## src/rtl/alu32_issue_unit_pkg.sv

```systemverilog
// Shared definitions for the alu32 issue unit: datapath widths and the ALU control codes.
// The width macros are guarded, so whichever file is compiled first defines them.
`ifndef DATA_WIDTH
`define DATA_WIDTH 32
`endif
`ifndef CTRL_WIDTH
`define CTRL_WIDTH 4
`endif

package alu32_issue_unit_pkg;
  localparam logic [`CTRL_WIDTH-1:0] ALU_AND = 4'b0000;
  localparam logic [`CTRL_WIDTH-1:0] ALU_OR  = 4'b0001;
  localparam logic [`CTRL_WIDTH-1:0] ALU_ADD = 4'b0010;
  localparam logic [`CTRL_WIDTH-1:0] ALU_SUB = 4'b0110;
  localparam logic [`CTRL_WIDTH-1:0] ALU_SLT = 4'b0111;
  localparam logic [`CTRL_WIDTH-1:0] ALU_NOR = 4'b1100;

  typedef logic [`DATA_WIDTH-1:0] data_t;
  typedef logic [`CTRL_WIDTH-1:0] ctrl_t;
endpackage

```

## src/rtl/alu32.sv

```systemverilog
// Combinational 32-bit ALU: bitwise, add/sub and signed set-less-than, with a zero flag.
`ifndef DATA_WIDTH
`define DATA_WIDTH 32
`endif
`ifndef CTRL_WIDTH
`define CTRL_WIDTH 4
`endif

module alu32
  import alu32_issue_unit_pkg::*;
(
  input  logic [`DATA_WIDTH-1:0] in1,
  input  logic [`DATA_WIDTH-1:0] in2,
  input  logic [`CTRL_WIDTH-1:0] ctrl,
  output logic [`DATA_WIDTH-1:0] result,
  output logic                   iszero
);
  logic signed [`DATA_WIDTH-1:0] a_s;
  logic signed [`DATA_WIDTH-1:0] b_s;

  assign a_s = in1;
  assign b_s = in2;

  always_comb begin
    result = '0;
    case (ctrl)
      ALU_AND: result = in1 & in2;
      ALU_OR:  result = in1 | in2;
      ALU_ADD: result = a_s + b_s;
      ALU_SUB: result = a_s - b_s;
      ALU_SLT: result = (a_s < b_s) ? `DATA_WIDTH'(1) : '0;
      ALU_NOR: result = ~(in1 | in2);
      default: result = '0;
    endcase
  end

  assign iszero = (result == '0);
endmodule

```

## src/rtl/alu32_issue_unit_resp_fifo.sv

```systemverilog
// Response FIFO holding {result, iszero, tag} entries; power-of-two depth, pointers wrap naturally.
module alu32_resp_fifo #(
  parameter int WIDTH = 37,
  parameter int DEPTH = 2
) (
  input  logic                         clk,
  input  logic                         rst_n,
  input  logic                         push,
  input  logic                         pop,
  input  logic [WIDTH-1:0]             wdata,
  output logic [WIDTH-1:0]             rdata,
  output logic                         full,
  output logic                         empty,
  output logic [$clog2(DEPTH+1)-1:0]   count
);
  localparam int AW = $clog2(DEPTH);
  localparam int CW = $clog2(DEPTH+1);

  logic [WIDTH-1:0] mem [DEPTH];
  logic [AW-1:0]    wr_ptr;
  logic [AW-1:0]    rd_ptr;
  logic [CW-1:0]    cnt;

  // When full, a push lands on the slot being popped in the same cycle, which is safe.
  always_ff @(posedge clk or negedge rst_n) begin
    if (!rst_n) begin
      wr_ptr <= '0;
      rd_ptr <= '0;
      cnt    <= '0;
      for (int i = 0; i < DEPTH; i++) mem[i] <= '0;
    end else begin
      if (push) begin
        mem[wr_ptr] <= wdata;
        wr_ptr      <= wr_ptr + AW'(1);
      end
      if (pop) rd_ptr <= rd_ptr + AW'(1);
      case ({push, pop})
        2'b10:   cnt <= cnt + CW'(1);
        2'b01:   cnt <= cnt - CW'(1);
        default: cnt <= cnt;
      endcase
    end
  end

  assign rdata = mem[rd_ptr];
  assign full  = (cnt == CW'(DEPTH));
  assign empty = (cnt == '0);
  assign count = cnt;
endmodule

```

## src/rtl/alu32_issue_unit.sv

```systemverilog
// Issue front-end for alu32: registers one request, evaluates it, and queues the result
// for the writeback consumer behind a valid/ready response port.
`ifndef DATA_WIDTH
`define DATA_WIDTH 32
`endif
`ifndef CTRL_WIDTH
`define CTRL_WIDTH 4
`endif

module alu32_issue_unit
  import alu32_issue_unit_pkg::*;
#(
  parameter int TAG_WIDTH  = 4,
  parameter int RESP_DEPTH = 2,
  parameter int CNT_WIDTH  = 16
) (
  input  logic                   clk,
  input  logic                   rst_n,
  input  logic                   req_valid,
  output logic                   req_ready,
  input  logic [`DATA_WIDTH-1:0] req_in1,
  input  logic [`DATA_WIDTH-1:0] req_in2,
  input  logic [`CTRL_WIDTH-1:0] req_ctrl,
  input  logic [TAG_WIDTH-1:0]   req_tag,
  output logic                   rsp_valid,
  input  logic                   rsp_ready,
  output logic [`DATA_WIDTH-1:0] rsp_result,
  output logic                   rsp_iszero,
  output logic [TAG_WIDTH-1:0]   rsp_tag,
  output logic [CNT_WIDTH-1:0]   op_count
);
  localparam int EW  = `DATA_WIDTH + 1 + TAG_WIDTH;
  localparam int FCW = $clog2(RESP_DEPTH+1);

  function automatic logic [CNT_WIDTH-1:0] sat_inc(input logic [CNT_WIDTH-1:0] v);
    return (&v) ? v : v + CNT_WIDTH'(1);
  endfunction

  data_t                 in1_p0;
  data_t                 in2_p0;
  ctrl_t                 ctrl_p0;
  logic [TAG_WIDTH-1:0]  tag_p0;
  logic                  vld_p0;
  logic [CNT_WIDTH-1:0]  cnt_q;

  data_t                 alu_result;
  logic                  alu_iszero;
  logic [EW-1:0]         fifo_rdata;
  logic                  fifo_full;
  logic                  fifo_empty;
  logic [FCW-1:0]        fifo_count;
  logic                  pop;
  logic                  advance;
  logic                  fire;

  assign pop       = rsp_valid & rsp_ready;
  assign advance   = vld_p0 & (!fifo_full | pop);
  assign req_ready = !vld_p0 | advance;
  assign fire      = req_valid & req_ready;

  // Stage p0: operand registers; they hold while the FIFO backs up so the ALU inputs stay stable.
  always_ff @(posedge clk or negedge rst_n) begin
    if (!rst_n) begin
      in1_p0  <= '0;
      in2_p0  <= '0;
      ctrl_p0 <= '0;
      tag_p0  <= '0;
      vld_p0  <= 1'b0;
    end else begin
      if (fire) begin
        in1_p0  <= req_in1;
        in2_p0  <= req_in2;
        ctrl_p0 <= req_ctrl;
        tag_p0  <= req_tag;
      end
      vld_p0 <= fire | (vld_p0 & !advance);
    end
  end

  alu32 u_alu (
    .in1    (in1_p0),
    .in2    (in2_p0),
    .ctrl   (ctrl_p0),
    .result (alu_result),
    .iszero (alu_iszero)
  );

  // Stage p1: response queue, written directly from the ALU outputs.
  alu32_resp_fifo #(
    .WIDTH (EW),
    .DEPTH (RESP_DEPTH)
  ) u_fifo (
    .clk   (clk),
    .rst_n (rst_n),
    .push  (advance),
    .pop   (pop),
    .wdata ({alu_result, alu_iszero, tag_p0}),
    .rdata (fifo_rdata),
    .full  (fifo_full),
    .empty (fifo_empty),
    .count (fifo_count)
  );

  assign rsp_valid = !fifo_empty;
  assign {rsp_result, rsp_iszero, rsp_tag} = fifo_rdata;

  always_ff @(posedge clk or negedge rst_n) begin
    if (!rst_n) cnt_q <= '0;
    else if (pop) cnt_q <= sat_inc(cnt_q);
  end

  assign op_count = cnt_q;

  a_full_matches_count: assert property (@(posedge clk) disable iff (!rst_n)
    fifo_full == (fifo_count == FCW'(RESP_DEPTH)));
endmodule
```

## config.mk

```make
export PLATFORM = sky130hd
export DESIGN_NAME = alu32_issue_unit
export DESIGN_NICKNAME = d
export VERILOG_FILES = /design/src/rtl/alu32_issue_unit_pkg.sv /design/src/rtl/alu32.sv /design/src/rtl/alu32_issue_unit_resp_fifo.sv /design/src/rtl/alu32_issue_unit.sv
export SDC_FILE = /design/constraint.sdc
export NUM_CORES = 1
export LEC_CHECK = 0
export BUFFER_PORTS_ARGS = -buffer_cell sky130_fd_sc_hd__buf_2
export CORE_ASPECT_RATIO = 0.9
export CORE_MARGIN = 4
export CORE_UTILIZATION = 55
export DETAILED_ROUTE_END_ITERATION = 7
export PLACE_DENSITY = 0.78
export RECOVER_POWER = 25
export SYNTH_ARGS = -nofsm -noshare
export SYNTH_HDL_FRONTEND = slang
export SYNTH_SLANG_ARGS = --single-unit
```

## constraint.sdc

```tcl
create_clock -name clk -period 3.3 [get_ports clk]
set_input_delay 0 -clock clk [delete_from_list [all_inputs] [get_ports clk]]
set_output_delay 0 -clock clk [all_outputs]
set_load 0.02 [all_outputs]
```

# == Yosys cells after proc, flatten, opt, wreduce, memory -nomap -nowiden ==
# Index checks and enable logic that the tools add are counted.
# totals
reg_bits,167
in_bits,76
out_inout_bits,55
wordCells,63
# classes
addsub,7
order_cmp,4
eq_ne,8
n_mux,9
n_bitwise,13
n_reduce_logical,11
# ops
operator,count
32-bit one-hot mux with 6 select lines,1
37-bit 2-to-1 mux,4
74-bit bitwise mux,1
37-bit demux with 1-bit select,1
32-bit adder,1
32-bit AND,1
32-bit zero test,1
32-bit < comparator,1
32-bit NOT,1
32-bit OR,1
32-bit subtractor,1
16-bit by 1-bit adder with 16-bit output (second input constant),1
16-bit AND reduction,1
4-bit by 3-bit == test with 1-bit output (second input constant),2
1-bit AND,4
2-bit == test (second input constant),2
4-bit by 1-bit == test with 1-bit output (second input constant),1
4-bit by 2-bit == test with 1-bit output (second input constant),1
4-bit == test (second input constant),1
2-bit greater-or-equal comparator (second input constant),2
1-bit zero test,4
4-bit zero test,1
1-bit NOT with 2-bit output,2
2-bit one-hot mux with 2 select lines,1
12 further kinds,15

# == Depth between registers and ports, before layout ==
# depth
ltp_word,8
depth_mapped,14
depth_no_buf,13

# == By module ==
# Synthesis repeated with hierarchy kept, for this count alone.
# hier_totals
cells_unflattened,1321
area_unflattened_um2,12819.8
# by_module_without_submodules
mod,instances,cells_each,area_per_inst_um2,seq_area_each_um2
alu32,1,878,5728.0,0.0
alu32_issue_unit,1,232,3584.7,2227.1
alu32_resp_fifo,1,211,3507.1,1951.9

# == Least setup slack after synthesis ==
# Ideal clock, no wire load.
# synth_timing
path_kind,register to register
from,reg in1_p0[0]
to,reg u_fifo.mem[41] in the netlist's numbering
setup_ps,76
t_arrival_ps,3432
t_required_ps,3224
slack_ps,-208
path_stages_with_launch,14
n_path_buf,0
period_less_slack_ps,3508
cell_sequence,dfrtp_1 inv_1 ha_1 fa_1 o21ba_1 or4_4 o211ai_4 a311oi_4 a21oi_4 nor4_1 a2bb2oi_1 or4_1 or4_1 o21ai_1
# synth_via
elab_chain_cells,5
elab_cells_between_ends,10
cone_classes,add/sub (2); order compare (1); mux (3); bitwise (3); reduce/logical (1)
# synth_lines
element,line_no,source
"start, declared",alu32_issue_unit.sv:39,data_t in1_p0;
"start signal, assigned",alu32_issue_unit.sv:71,in1_p0 <= req_in1;
32-bit < comparator or 32-bit OR (tied branches),"alu32.sv:31, alu32.sv:28, alu32.sv:32",
1-bit 2-to-1 mux or 32-bit NOT (tied branches),"alu32.sv:31, alu32.sv:32",
32-bit one-hot mux with 6 select lines *,alu32.sv:26,case (ctrl)
32-bit zero test *,alu32.sv:37,assign iszero = (result == '0);
74-bit bitwise mux *,alu32_issue_unit_resp_fifo.sv:33,mem[wr_ptr] <= wdata;
"end signal, assigned by index",alu32_issue_unit_resp_fifo.sv:33,
"end, declared",alu32_issue_unit_resp_fifo.sv:19,logic [WIDTH-1:0] mem [DEPTH];
# Every way passes the cells marked *; elsewhere a longest branch is shown, timed or not.
# A chain may end at the register's enable or synchronous reset.

# == Worst setup path in the final report ==
# Ends and elaborated chain as after synthesis.

==> qor.txt <==
Port Buf Inserts = 130
Logic pwr share = 61.6%
Sw Share = 45.6%
Final cell utilization of the core = 78.0%
Row cnt = 52
CP Max Fanout = 3
Critical path class = reg -> reg
Layout area overhead = 38.0%
Final number of setup-violating endpoints = 6
Final setup skew = 0.0192 ns
Worst EP arrival = 4.14 ns
Clk slew on worst S/H paths = 0.08 ns
CTS tree = done
Final Critical Period = 3.77 ns
Synth top area cells = dfrtp_1 (32%), mux2_2 (11%), ha_1 (11%)
Antenna Cells = 0
Die area = 25900 sq um
Main synth FF type = dfrtp_1
Most frequent cell after synthesis = nand2_1
Final hold violation count = 0
Distinct cells, synth = 90
# nets final = 2096
Initial Utilization = 56.5%
Largest area contributor in the netlist = dfrtp_1
Fraction of layout cells with a size suffix above 1 = 36.3%
DRC violation total after the first TritonRoute iteration = 1451
Netlist Area Pre-Place = 12900 sq um
I/O pin cnt = 131
# DRC = 0
Clock Path Buffers = 2
Fmax = 265 MHz
Die Y = 153 um
Worst VDD drop = 682 uV
Sink Count = 167
Vias per cell = 6.19
Fillers = 1507
Leak Pwr = 8.56 nW
Max-slew violations = 71
Synthesized instance count = 1434
Int Power = 7.52 mW
Clk pwr share = 15.9%
CTS root buffer = clkbuf_16
Number of synthesized flops with an enable pin = 0
RSZ-0062 raised after global routing = yes
Seq/Total Area, Yosys = 32.5%
Initial antenna violation count = 0
Synth Area per Inst = 8.97 sq um
Total GRT Usage = 36.7%
GPL Wtd Cong = 1.00
Synth async-reset ratio = 100%
Final WL = 49.4 mm
Cell area power density = 778 nW/um^2
H-tree depth = 4
Clk_lat worst skew = 0.45 ns
Largest net degree at the start of global routing = 72
Core Box Area = 22800 sq um
1st-pass router iterations = 6
Sequential power share = 22.5%
WL per Instance = 22.3 um
Yosys reg bits = 167
Top cells by count, synth = nand2_1 (170), dfrtp_1 (167), mux2_2 (131)
Share of the synthesized area in the top cell type = 32.5%
DP HPWL = 34.0 mm
Critical Path Source Type = flop
Slew @ Worst Pin = 1.96 ns
Switching Power = 6.31 mW
Power Total = 13.8 mW
First-pass GRT wire length = 76.4 mm
Worst setup margin = -0.472 ns
Inserted Clock Buffers = 17
Outcome = finished with violations
Vias = 13700
Worst Setup End Kind = flop
Mapped Nets = 1622
Worst EP required = 3.67 ns
Slew HR = -30.7%
Post-DRT Antenna Nets = 0
Number of max-cap violations = 1
Die width = 169 um
HP Class = in -> reg
YS warnings = 0
Vias in the first global route = 14000
Final period util = 114%
Total grt overflow = 0
Failing checks = max-capacitance violations, max-slew violations, negative setup slack
## per-layer routing
metal  global-route usage [%]  share of wire, %  routed length (um)  up-vias
met4                     12.7               4.2                2070        0
li1                         -                 -                   -     6124
met3                     4.75               7.8                3840      157
met1                     49.4                40               19900     6688
met5                        0                 0                   0        -
met2                     61.1                48               23500      768
## cells in the final DEF, fill, tap and decap left out, types with 18 or more instances in the layout
cell type / count
buf_4: 323
a22oi_1: 26
o22ai_1: 18
nand2_1: 169
ha_1: 106
nand3_1: 25
o21ai_0: 57
mux2_2: 131
a21o_1: 18
dlygate4sd3_1: 76
a21oi_1: 78
nor2_1: 68
xnor2_1: 18
inv_1: 104
dfrtp_1: 166
buf_2: 114
## power groups by stage
stage / combinational (mW) / sequential, mW / clock, mW
after floorplan: 4.42 / 3.02 / 0
after global placement: 7.68 / 3.02 / 0
after detailed placement: 7.85 / 3.08 / 0
after CTS: 8.07 / 3.05 / 2.20
after global routing: 9.07 / 3.16 / 2.29
final: 8.52 / 3.11 / 2.20
## what timing repair did
| item | 4_1_cts | 5_1_grt |
|---|---|---|
| hold buffers | 76 | 0 |
| pin swaps | 4 | 17 |
| buffers inserted | 3 | 4 |
| resized for setup | 22 | 48 |
| endpoints found under the hold margin | 142 | 0 |
| setup endpoints to repair | 8 | 27 |
| gates cloned | 0 | 0 |
## registers in the layout, summed over array words and instances, names as in the netlist
register       flops
ctrl_p0            4
vld_p0             1
op_count          16
u_fifo.count       2
u_fifo.mem        74
in2_p0            32
u_fifo.rd_ptr      1
in1_p0            32
u_fifo.wr_ptr      1
tag_p0             4
## critical path: stages, from the launching register on
cell	delay [ns]
dfrtp_1	0.41
inv_2	0.09
ha_4	0.19
fa_2	0.37
o21ba_4	0.21
or4_4	0.46
o211a_4	0.19
a221oi_2	0.23
o21ai_1	0.16
nor4_4	0.17
nor4b_2	0.24
nand4b_1	0.25
or4_4	0.61
o21ai_1	0.14
## path summary, 6_finish.rpt
path	start	to	slack, ns	cells past startpoint
max	in1_p0[0]$_DFFE_PN0P_	u_fifo.mem[41]$_DFFE_PN0P_	-0.47	13
max in group asynchronous	rst_n	u_fifo.mem[7]$_DFFE_PN0P_	0.59	3
min reg2reg	u_fifo.mem[68]$_DFFE_PN0P_	u_fifo.mem[68]$_DFFE_PN0P_	0.48	2
min in group asynchronous	rst_n	in2_p0[16]$_DFFE_PN0P_	0.64	2
min	rsp_ready	u_fifo.wr_ptr$_DFFE_PN0P_	0.14	5
max reg2reg	in1_p0[0]$_DFFE_PN0P_	u_fifo.mem[41]$_DFFE_PN0P_	-0.47	13
## cell type report
class	count	area, sq um	area share (%)
timing repair buffer	539	3950	22.2
clock buffer	17	425	2.40
multi-input combinational	1075	8220	46.3
inverter	108	405	2.28
sequential	167	4180	23.5
clock inverter	15	214	1.20
tap	297	372	2.09
## per-stage QoR
| step | worst slack, ns | area [sq um] | setup TNS [ns] | hold slack, ns | cells |
|---|---|---|---|---|---|
| floorplan | -0.0427 | 12900 | -0.0855 | -0.296 | 1434 |
| global placement | -0.375 | 16100 | -1.45 | 0.0518 | 2105 |
| detailed placement | -0.493 | 16100 | -2.01 | 0.0733 | 2105 |
| CTS | -0.389 | 17600 | -0.776 | 0.0992 | 2215 |
| global route | -0.558 | 17800 | -2.52 | 0.175 | 2218 |
| finish | -0.472 | 17800 | -1.14 | 0.140 | 2218 |
## cells by family after synthesis
logic type / share of synthesized area (%)
xor+xnor: 1.63
mux: 11.9
compound gates: 22.1
buf+inv: 6.00
flops: 32.5
simple gates: 14.9
fa+ha+maj: 11.0
(Power assumes the default switching activity.)
